## src/rtl/merge_pkg.sv

```systemverilog
// Shared definitions for the ping-pong merge-sort controller.
//   NUM_STAGES_DEF : default number of merge passes
//   N_DEF          : default element count (2**NUM_STAGES_DEF)
//   CNT_W_DEF      : default cycle-counter width
//   state_t        : one-hot controller FSM encoding
//   idx_w()        : stage-index width, never narrower than 1 bit
package merge_pkg;

  localparam int unsigned NUM_STAGES_DEF = 4;
  localparam int unsigned N_DEF          = 2 ** NUM_STAGES_DEF;
  localparam int unsigned CNT_W_DEF      = 16;

  typedef enum logic [3:0] {
    ST_IDLE = 4'b0001,
    ST_RUN  = 4'b0010,
    ST_GAP  = 4'b0100,
    ST_FIN  = 4'b1000
  } state_t;

  function automatic int unsigned idx_w(input int unsigned stages);
    return (stages > 1) ? $clog2(stages) : 1;
  endfunction

endpackage

```

## src/rtl/merge_pingpong_ctrl.sv

```systemverilog
// Ping-pong bank controller for an HLS merge-sort pipeline. Runs the merge
// stages one after another, flipping the source bank after each pass, and
// presents an ap_ctrl_hs handshake to the caller.
// Ports:
//   ap_clk, ap_rst                     : clock, synchronous active-high reset
//   ap_start/ap_done/ap_continue/
//   ap_idle/ap_ready                   : top-level block handshake
//   stg_start/stg_done/stg_continue    : handshake to the selected stage
//   stg_idx                            : index of the active stage
//   src_bank                           : bank read by the active stage
//   run_width                          : sorted-run width, 1 << stg_idx
//   cyc_cnt                            : saturating RUN/GAP cycle count
module merge_pingpong_ctrl
  import merge_pkg::*;
#(
  parameter int unsigned NUM_STAGES = NUM_STAGES_DEF,
  parameter int unsigned CNT_W      = CNT_W_DEF
) (
  input  logic                             ap_clk,
  input  logic                             ap_rst,
  input  logic                             ap_start,
  output logic                             ap_done,
  input  logic                             ap_continue,
  output logic                             ap_idle,
  output logic                             ap_ready,
  output logic                             stg_start,
  input  logic                             stg_done,
  output logic                             stg_continue,
  output logic [idx_w(NUM_STAGES)-1:0]     stg_idx,
  output logic                             src_bank,
  output logic [NUM_STAGES:0]              run_width,
  output logic [CNT_W-1:0]                 cyc_cnt
);

  localparam int unsigned          IDX_W     = idx_w(NUM_STAGES);
  localparam logic [IDX_W-1:0]     LAST_IDX  = IDX_W'(NUM_STAGES - 1);
  localparam logic [NUM_STAGES:0]  WIDTH_ONE = (NUM_STAGES + 1)'(1);

  state_t             r_state, w_state_nxt;
  logic               r_done_reg, w_done_reg_nxt;
  logic [IDX_W-1:0]   r_idx, w_idx_nxt;
  logic               r_bank, w_bank_nxt;
  logic [CNT_W-1:0]   r_cnt, w_cnt_nxt;
  logic [CNT_W-1:0]   w_cnt_inc;

  always_ff @(posedge ap_clk) begin
    if (ap_rst) begin
      r_state    <= ST_IDLE;
      r_done_reg <= 1'b0;
      r_idx      <= '0;
      r_bank     <= 1'b0;
      r_cnt      <= '0;
    end else begin
      r_state    <= w_state_nxt;
      r_done_reg <= w_done_reg_nxt;
      r_idx      <= w_idx_nxt;
      r_bank     <= w_bank_nxt;
      r_cnt      <= w_cnt_nxt;
    end
  end

  always_comb begin
    w_state_nxt  = r_state;
    w_idx_nxt    = r_idx;
    w_bank_nxt   = r_bank;
    w_cnt_nxt    = r_cnt;
    ap_idle      = 1'b0;
    ap_ready     = 1'b0;
    stg_start    = 1'b0;
    stg_continue = 1'b0;

    w_cnt_inc = (r_cnt == '1) ? r_cnt : r_cnt + 1'b1;

    // Continue always wins; done is only latched when the consumer has not
    // acknowledged the FIN cycle itself.
    if (ap_continue)
      w_done_reg_nxt = 1'b0;
    else if (r_state == ST_FIN)
      w_done_reg_nxt = 1'b1;
    else
      w_done_reg_nxt = r_done_reg;

    case (r_state)
      ST_IDLE: begin
        ap_idle = ~ap_start;
        if (ap_start && !r_done_reg) begin
          w_state_nxt = ST_RUN;
          w_idx_nxt   = '0;
          w_bank_nxt  = 1'b0;
          w_cnt_nxt   = '0;
        end
      end
      ST_RUN: begin
        stg_start = 1'b1;
        // Acknowledge in the same cycle so the stage never holds its done.
        stg_continue = stg_done;
        w_cnt_nxt    = w_cnt_inc;
        if (stg_done) begin
          w_bank_nxt = ~r_bank;
          if (r_idx == LAST_IDX) begin
            w_state_nxt = ST_FIN;
          end else begin
            w_idx_nxt   = r_idx + 1'b1;
            w_state_nxt = ST_GAP;
          end
        end
      end
      ST_GAP: begin
        // One dead cycle lets the bank muxes settle before the next start.
        w_cnt_nxt   = w_cnt_inc;
        w_state_nxt = ST_RUN;
      end
      ST_FIN: begin
        ap_ready    = 1'b1;
        w_state_nxt = ST_IDLE;
      end
      default: w_state_nxt = ST_IDLE;
    endcase
  end

  always_comb begin
    ap_done   = (r_state == ST_FIN) | r_done_reg;
    stg_idx   = r_idx;
    src_bank  = r_bank;
    cyc_cnt   = r_cnt;
    run_width = WIDTH_ONE << r_idx;
  end

endmodule

```

## config.mk

```make
export PLATFORM = sky130hd
export DESIGN_NAME = merge_pingpong_ctrl
export DESIGN_NICKNAME = d
export VERILOG_FILES = /design/src/rtl/merge_pkg.sv /design/src/rtl/merge_pingpong_ctrl.sv
export SDC_FILE = /design/constraint.sdc
export NUM_CORES = 1
export LEC_CHECK = 0
export BUFFER_PORTS_ARGS = -buffer_cell sky130_fd_sc_hd__buf_2
export CELL_PAD_IN_SITES_DETAIL_PLACEMENT = 2
export CELL_PAD_IN_SITES_GLOBAL_PLACEMENT = 2
export CORE_MARGIN = 2
export CORE_UTILIZATION = 31
export CTS_BUF_LIST = sky130_fd_sc_hd__clkbuf_8
export DETAILED_ROUTE_END_ITERATION = 10
export GPL_TIMING_DRIVEN = 0
export PLACE_DENSITY_LB_ADDON = 0.1
export SETUP_SLACK_MARGIN = 0.02
export SLEW_MARGIN = 20
export SYNTH_ARGS = -nofsm -noshare
export SYNTH_HDL_FRONTEND = slang
export SYNTH_SLANG_ARGS = --single-unit
export TNS_END_PERCENT = 100
```

## constraint.sdc

```tcl
create_clock -name ap_clk -period 2.42 [get_ports ap_clk]
set_clock_uncertainty 0.1 [all_clocks]
set_input_delay 0.242 -clock ap_clk [delete_from_list [all_inputs] [get_ports ap_clk]]
set_output_delay 0.242 -clock ap_clk [all_outputs]
set_load 0.1 [all_outputs]
```

# After elaboration in Yosys (flattened, before gate mapping)
# Cells that the tools add are included.
# totals
ff_bits,24
latchBits,0
ram_bits,0
romBits,0
in_bits,5
elab_cells,49
mem_count,0
# op_classes
addsub,2
multipliers,0
div_mod_pow,0
order_cmp,0
eq_ne,10
shift,1
n_mux,18
bitwise,3
n_reduce_logical,10
# op_table
op,n
$mux 16,2
$pmux 16 s2,1
$add 16x1->16 const B,1
$eq 16x16->1 const B,1
$mux 4,3
$pmux 4 s3,1
$ne 2x2->1 const B,4
$mux 1,6
$mux 2,3
$reduce_and 3->1,2
$shl 1x2->5 const A,1
$eq 4x1->1 const B,1
$eq 4x2->1 const B,1
$eq 4x3->1 const B,1
$eq 4x4->1 const B,1
$pmux 2 s2,1
$reduce_and 4->1,1
$reduce_bool 2->1,2
$reduce_or 2->1,2
$add 2x1->2 const B,1
$eq 2x2->1 const B,1
$not 1->1,2
$pmux 1 s2,1
$reduce_and 2->1,1
3 further kinds,3

# Depth between registers and ports, before layout
# Gate-level depths: netlist (run 1).
# logic_depth
depth_word,4
ltp_mapped,8

# Worst setup path before layout (run 1)
# OpenSTA, ideal clock, no wires.
# synth_timing
path_type,flip-flop to flip-flop
start,reg r_state[3]
end,reg r_done_reg
setup_ns,0.080
arrival_ns,4.795
setup_slack_ns,-2.555
path_stages_with_launch,5
path_buffers,1
synth_period_minus_slack_ns,4.975
path_cell_list,dfxtp_1 -> clkbuf_1 -> nor4b_1 -> or2_2 -> nor3b_1
# synth_via
elab_chain_len,1
# synth_rtl
item,line_no,text
from (decl),merge_pingpong_ctrl.sv:39,"state_t r_state, w_state_nxt;"
from (signal assigned),merge_pingpong_ctrl.sv:54,r_state <= w_state_nxt;
$eq 4x4->1,merge_pingpong_ctrl.sv:78,else if (r_state == ST_FIN)
to (signal assigned),merge_pingpong_ctrl.sv:55,r_done_reg <= w_done_reg_nxt;
to (decl),merge_pingpong_ctrl.sv:40,"logic r_done_reg, w_done_reg_nxt;"
# No other way between the ends.
# A chain may end at the register's enable or synchronous reset.

# Final worst setup path (run 1)
# layout_timing
start,reg r_state[1]
end,out stg_continue
# layout_via
elab_chain_len,2
# layout_rtl
item,line_no,text
$eq 4x2->1,merge_pingpong_ctrl.sv:83,case (r_state)
$mux 1,merge_pingpong_ctrl.sv:83,
to (decl),merge_pingpong_ctrl.sv:28,"output logic stg_continue,"
# No other way between the ends.

==> results.cfg, run 1 <==
[floorplan]
ios = 34
die_w_um = 69.3
start_util = 0.326
die_area_um2 = 4800
die_h_um = 69.3
core_area_um2 = 4060
floorplan.rows = 23

[synth]
avgSynthCellArea_um2 = 7.97
synth_edf_count = 0
synth_top_area_cell = dfxtp_1
async_flop_share = 0
synthDistinctLibCells = 41
synth-seq-cells = 24
ys_seq_area_frac = 0.363
synth_area_um2 = 1320
synth_flop_cell = dfxtp_1
syn_inst = 166
synth_top_area_share = 0.363
synth_fp_nets = 176
synth_area_leaders = dfxtp_1, a21oi_1, ha_1
ys_warn_count = 0

[placement]
dp.final_hpwl_um = 3330
port_buffers = 32
gp_congestion = 0.705
placed_area_um2 = 1630

[grt]
grt_pass1_wl_um = 7870
grt_antenna_before_repair = 0
grt_overflow = 0
grt_pass1_vias = 1581
grt_usage = 0.197
grt_max_degree = 14

[worst_setup_path]
crit_fanout = 7
critPathCaptureType = output pin
arrival_ns = 1.96
critPathSlowestCell = dfxtp_1
crit_start = r_state[1]$_SDFFE_PP0P_
cp_cell_sequence = nand2b_4, or3_4, clkinvlp_4, nand2_2, clkinvlp_4, buf_2
rr_startpoint = r_state[1]$_SDFFE_PP0P_
critical_path.max_stage_delay_ns = 0.55
reg2regPathDepth = 6
required_ns = 2.08
reg2reg_slack_ns = 0.22
startpoint_type = register
critPathKind = reg2out
cpMostUsedCell = clkinvlp_4
r2r-end = cyc_cnt[5]$_SDFFE_PP0P_

[clocking]
cts_buffer_depth = 2
htree_levels = 1
root_buffer = clkbuf_8
clkTransAtPathRegs_ns = 0.09
clock_latency_ns = 0.27
clock_sinks = 24
numCtsBuffers = 3
cts_tree = built
hold_buffers = 0

[power]
p_sw_frac = 0.300
power-per-cell-area_nw_per_um2 = 489
p_int_mw = 0.584
combPwrFrac = 0.171
seqPwrFrac = 0.490
p_leak_nw = 0.704
switching_power_mw = 0.251
clockPowerShare = 0.339
peakVddDrop_mv = 0.220

[detailed_routing]
remaining_drc_errors = 0
drt-vias-per-instance = 5.70
drtIter0Drc = 62
vias = 1441
wl_per_cell_um = 17.4
ant_nets = 0
routed_wirelength_um = 4410
first_pass_iters = 6

[cells_and_area]
syn2layout_area_growth_pct = 29.0
largest_reg_flops = 16
fin_area_um2 = 1710
layout.nets = 214
diodes = 0
final_layout_size_suffix_gt1_frac = 0.325

[timing]
slew_violations = 0
post-route-period-util = 0.951
rsz0062_at_grt = no
setup_viol = 0
setup_tns_ns = 0
hold_violations = 0
fin_hold_ws_ns = 0.0260
relSlewSlack = 0.615
worst_pin_slew_ns = 0.573
fmax_mhz = 435
period_needed_ns = 2.30

[hold_path]
hp-start = ap_continue
whs_path_depth = 2
hold_path.class = in2reg
hold-path-endpoint = r_done_reg$_SDFFE_PP0P_

[job]
cap_violations = 0

[outcome]
status = complete, no violations
worst max-delay path: cells and delay by family, from the launching register on:
family	cells	cell delay, ns
buf+inv	3	0.59
flops	1	0.55
simple gates	3	0.54
Yosys cell counts (2+ instances only):
master / count
o211ai_1: 4
clkbuf_1: 7
nand4_1: 7
or2_2: 2
buf_2: 3
o41ai_1: 2
nor3b_1: 2
nand3_1: 8
nor4_1: 4
a21oi_1: 13
or3_1: 2
and4_1: 4
dfxtp_1: 24
nand2b_1: 2
nor3_1: 4
a31oi_1: 5
and3_1: 4
nand2_1: 11
ha_1: 5
nor2b_1: 2
nor2_1: 12
and2_1: 2
inv_1: 7
xnor2_1: 2
or4_1: 2
a311oi_1: 2
o21ai_0: 10
layout by cell type, fill, tap and decap left out, types with 3 or more instances in the layout:
cell type  synthesis  layout
dfxtp_2            0       9
and4_1             4       4
dfxtp_1           24      15
inv_1              7       5
o21ai_0           10      10
ha_1               5       4
nand2_1           11      10
buf_2              3      35
nor3_1             4       4
o211ai_1           4       4
and3_1             4       4
nor2_1            12      12
nand3_1            8       8
a31oi_1            5       5
a21oi_1           13      13
clkbuf_8           0       5
clkbuf_1           7       3
buf_4              1       3
nand4_1            7       7
repair_timing:
item                       in CTS  in global routing
pin swaps                       1                  0
setup endpoints to repair       3                 11
setup buffers                   2                  0
resized for setup               1                  3
power by group through the flow:
stage | clock network (mW) | logic (mW) | registers, mW
finish | 0.283 | 0.143 | 0.409
floorplan | 0 | 0.101 | 0.427
detailed placement | 0 | 0.139 | 0.418
global route | 0.303 | 0.154 | 0.411
global placement | 0 | 0.135 | 0.418
CTS | 0.292 | 0.142 | 0.409
layout make-up:
| cell class | count | area, µm² |
|---|---|---|
| inverters | 7 | 33.8 |
| clock buffers | 4 | 55.1 |
| well taps | 50 | 62.6 |
| plain buffers | 10 | 57.6 |
| repair buffers | 34 | 175 |
| fillers | 476 | 2350 |
| multi-input cells | 124 | 831 |
| flip-flops and latches | 24 | 492 |
through the flow:
stage	power [mW]	utilization	worst slack (ns)	instances
2_1_floorplan	0.528	-	-0.0339	166
3_3_place_gp	0.553	0.401	0.0635	248
3_5_place_dp	0.557	0.401	-0.112	248
4_1_cts	0.844	0.420	0.0903	254
5_1_grt	0.867	0.421	0.0256	253
6_report	0.834	0.421	0.119	253
layer usage:
layer,global-route usage,share of wire
met4,0.0545,0.014
met1,0.228,0.43
met5,0,0
met3,0.0247,0.026
met2,0.376,0.53
worst max-delay path by stage:
stage	to	slack (ns)	cells after the start
6_report	stg_continue	0.12	6
5_1_grt	cyc_cnt[5]$_SDFFE_PP0P_	0.03	6
3_3_place_gp	cyc_cnt[0]$_SDFFE_PP0P_	0.06	7
3_5_place_dp	cyc_cnt[0]$_SDFFE_PP0P_	-0.11	7
2_1_floorplan	r_done_reg$_SDFFE_PP0P_	-0.03	4
4_1_cts	cyc_cnt[13]$_SDFFE_PP0P_	0.09	6
cell families (layout without fill, tap and decap cells):
| logic type | Yosys count | after routing | share of synthesized area |
|---|---|---|---|
| multiplexers | 1 | 1 | 0.00757 |
| flip-flops | 24 | 24 | 0.363 |
| AND/OR/NAND/NOR | 71 | 71 | 0.299 |
| buffers and inverters | 18 | 55 | 0.0568 |
| AO/OA/AOI/OAI | 43 | 43 | 0.203 |
| other | 1 | 1 | 0.00284 |
| adder cells (fa/ha/maj) | 5 | 5 | 0.0473 |
| XOR/XNOR | 3 | 3 | 0.0199 |
Power figures use the tool's default switching activity.
==> run 2: changes to the inputs <==
--- a/config.mk
+++ b/config.mk
@@ -5,11 +5,11 @@
 export SDC_FILE = /design/constraint.sdc
 export NUM_CORES = 1
 export LEC_CHECK = 0
+export ABC_AREA = 1
 export BUFFER_PORTS_ARGS = -buffer_cell sky130_fd_sc_hd__buf_2
 export CELL_PAD_IN_SITES_DETAIL_PLACEMENT = 2
 export CELL_PAD_IN_SITES_GLOBAL_PLACEMENT = 2
-export CORE_MARGIN = 2
-export CORE_UTILIZATION = 31
+export CORE_UTILIZATION = 29
 export CTS_BUF_LIST = sky130_fd_sc_hd__clkbuf_8
 export DETAILED_ROUTE_END_ITERATION = 10
 export GPL_TIMING_DRIVEN = 0
==> results.cfg, run 2 <==
[outcome]
status = complete, no violations

[worst_setup_path]
required_ns = 2.54
reg2regPathDepth = 9
arrival_ns = 2.06
critPathKind = reg2reg
r2r-end = cyc_cnt[13]$_SDFFE_PP0P_
startpoint_type = register
critPathCaptureType = register
cp_top_family = simple AND/OR/NAND/NOR gates
reg2reg_slack_ns = 0.49
critical_path.max_stage_delay_ns = 0.38
critPathSlowestCell = dfxtp_1
cp_cell_sequence = ha_1, nand2_2, nor2_4, nand3_1, nor2_1, nor2_1, nor2_1, nand2_1, nand2_1
path_buf_inv = 0
cpMostUsedCell = nor2_1
crit_fanout = 4
rr_startpoint = cyc_cnt[0]$_SDFFE_PP0P_

[synth]
syn_inst = 227
synth_fp_nets = 237
async_flop_share = 0
ys_seq_area_frac = 0.321
synth_top_area_cell = dfxtp_1
synth_edf_count = 0
synthDistinctLibCells = 31
netlist_top_cells_count = nand2_1, nor2_1, dfxtp_1, inv_1, nand3_1
synth_most_common_cell = nand2_1
avgSynthCellArea_um2 = 6.60
synth_area_um2 = 1500
synth_flop_cell = dfxtp_1
synth-seq-cells = 24
ys_warn_count = 0
synth_area_leaders = dfxtp_1, nand2_1, nor2_1
synth_top_area_share = 0.321

[detailed_routing]
wl_per_cell_um = 14.5
vias = 1583
drtIter0Drc = 39
routed_wirelength_um = 4780
drt-vias-per-instance = 4.81
remaining_drc_errors = 0
first_pass_iters = 4
ant_nets = 0

[clocking]
cts_tree = built
clock_latency_ns = 0.27
cts_buffer_depth = 2
root_buffer = clkbuf_8
numCtsBuffers = 3
clock_sinks = 24
post-cts-setup-buffers = 0
clkTransAtPathRegs_ns = 0.10
cts_resized = 0
hold_buffers = 0
htree_levels = 1

[cells_and_area]
layout_commonest_cell = nand2_1
fin_area_um2 = 1830
final_cell_mix = nand2_1, buf_2, nor2_1
final_layout_size_suffix_gt1_frac = 0.233
largest_reg_flops = 16
syn2layout_area_growth_pct = 22.1
layout.nets = 273
nFillCells = 597
seqCellArea_um2 = 482
multiInputGateArea_um2 = 902
diodes = 0

[power]
seqPwrFrac = 0.398
clockPowerShare = 0.347
p_sw_frac = 0.350
combPwrFrac = 0.255
switching_power_mw = 0.367
p_int_mw = 0.682
p_leak_nw = 0.823
peakVddDrop_mv = 0.177
power-per-cell-area_nw_per_um2 = 574

[grt]
grt_usage = 0.187
grt_pass1_wl_um = 7570
grt_overflow = 0
grt_max_degree = 15
grt_pass1_vias = 1572
grt_antenna_before_repair = 0

[placement]
placed_area_um2 = 1760
gp_congestion = 0.773
place_ws_ns = 0.594
port_buffers = 31
dp.final_hpwl_um = 3760

[floorplan]
die_h_um = 73.9
die_area_um2 = 5460
die_w_um = 73.9
floorplan.rows = 25
start_util = 0.309
ios = 34
core_area_um2 = 4850

[hold_path]
hold_path.class = in2reg
whs_path_depth = 2
hold-path-endpoint = r_done_reg$_SDFFE_PP0P_
hp-start = ap_continue

[timing]
setup_viol = 0
slew_violations = 0
relSlewSlack = 0.535
period_needed_ns = 1.93
fin_ws_ns = 0.486
hold_violations = 0
worst_pin_slew_ns = 0.697
post-route-period-util = 0.799
fmax_mhz = 517
rsz0062_at_grt = no

[job]
cap_violations = 0
-- run 2: changes by cell type in the layout (fill, tap and decap cells not counted), moves of 8 or more --
cell | previous run | this run
nand2_1 | 10 | 65
inv_1 | 5 | 24
nor2_1 | 12 | 29
nand3_1 | 8 | 17
dfxtp_1 | 15 | 23
dfxtp_2 | 9 | 1
-- run 2: layer usage --
metal	track usage	wire length (µm)
met1	0.256	2410
met2	0.306	2200
met3	0.0274	144
met4	0.0449	25
met5	0	0
-- run 2: worst max path at each step --
| stage | end | start | cells after the start | slack [ns] |
|---|---|---|---|---|
| 2_1_floorplan | ap_done | r_state[2]$_SDFFE_PP0P_ | 3 | -0.15 |
| 3_3_place_gp | cyc_cnt[1]$_SDFFE_PP0P_ | cyc_cnt[0]$_SDFFE_PP0P_ | 9 | 0.62 |
| 3_5_place_dp | cyc_cnt[13]$_SDFFE_PP0P_ | cyc_cnt[0]$_SDFFE_PP0P_ | 9 | 0.59 |
| 4_1_cts | stg_start | r_state[2]$_SDFFE_PP0P_ | 4 | 0.47 |
| 5_1_grt | cyc_cnt[15]$_SDFFE_PP0P_ | cyc_cnt[0]$_SDFFE_PP0P_ | 9 | 0.35 |
| 6_report | cyc_cnt[13]$_SDFFE_PP0P_ | cyc_cnt[0]$_SDFFE_PP0P_ | 9 | 0.49 |
-- run 2: logic make-up after synthesis --
logic type               synth area share
AND/OR/NAND/NOR                     0.432
buffers and inverters              0.0902
flip-flops                          0.321
AO/OA/AOI/OAI                      0.0894
adder cells (fa/ha/maj)            0.0418
XOR/XNOR                           0.0234
other                             0.00250
-- run 2: worst register-to-register path: stages, from the launching register on --
cell	delay [ns]
dfxtp_1	0.38
ha_1	0.22
nand2_2	0.09
nor2_4	0.17
nand3_1	0.19
nor2_1	0.16
nor2_1	0.10
nor2_1	0.28
nand2_1	0.10
nand2_1	0.09
-- run 2: power groups by stage --
stage          clock (mW)  combinational [mW]  sequential [mW]
2_1_floorplan           0               0.185            0.444
5_1_grt             0.389               0.286            0.419
3_5_place_dp            0               0.267            0.428
4_1_cts             0.380               0.270            0.418
6_report            0.365               0.268            0.417
3_3_place_gp            0               0.263            0.427
-- run 2: area by class of cell --
class	count	share of cell area
plain buffers	5	0.0205
clock buffers	3	0.0226
clock inverters	1	0.0164
inverters	26	0.0534
multi-input cells	172	0.493
flip-flops and latches	24	0.263
well taps	67	0.0458
repair buffers	31	0.0848
-- run 2: metrics by stage --
| step | total power, mW | TNS, ns | utilization | hold slack (ns) | std cells |
|---|---|---|---|---|---|
| global placement | 0.690 | 0 | 0.363 | 0.310 | 325 |
| floorplan | 0.629 | -0.152 | - | 0.221 | 227 |
| CTS | 1.07 | 0 | 0.377 | 0.0162 | 329 |
| finish | 1.05 | 0 | 0.377 | 0.0226 | 329 |
| detailed placement | 0.694 | 0 | 0.363 | 0.317 | 325 |
| global route | 1.09 | 0 | 0.377 | 0.0146 | 329 |
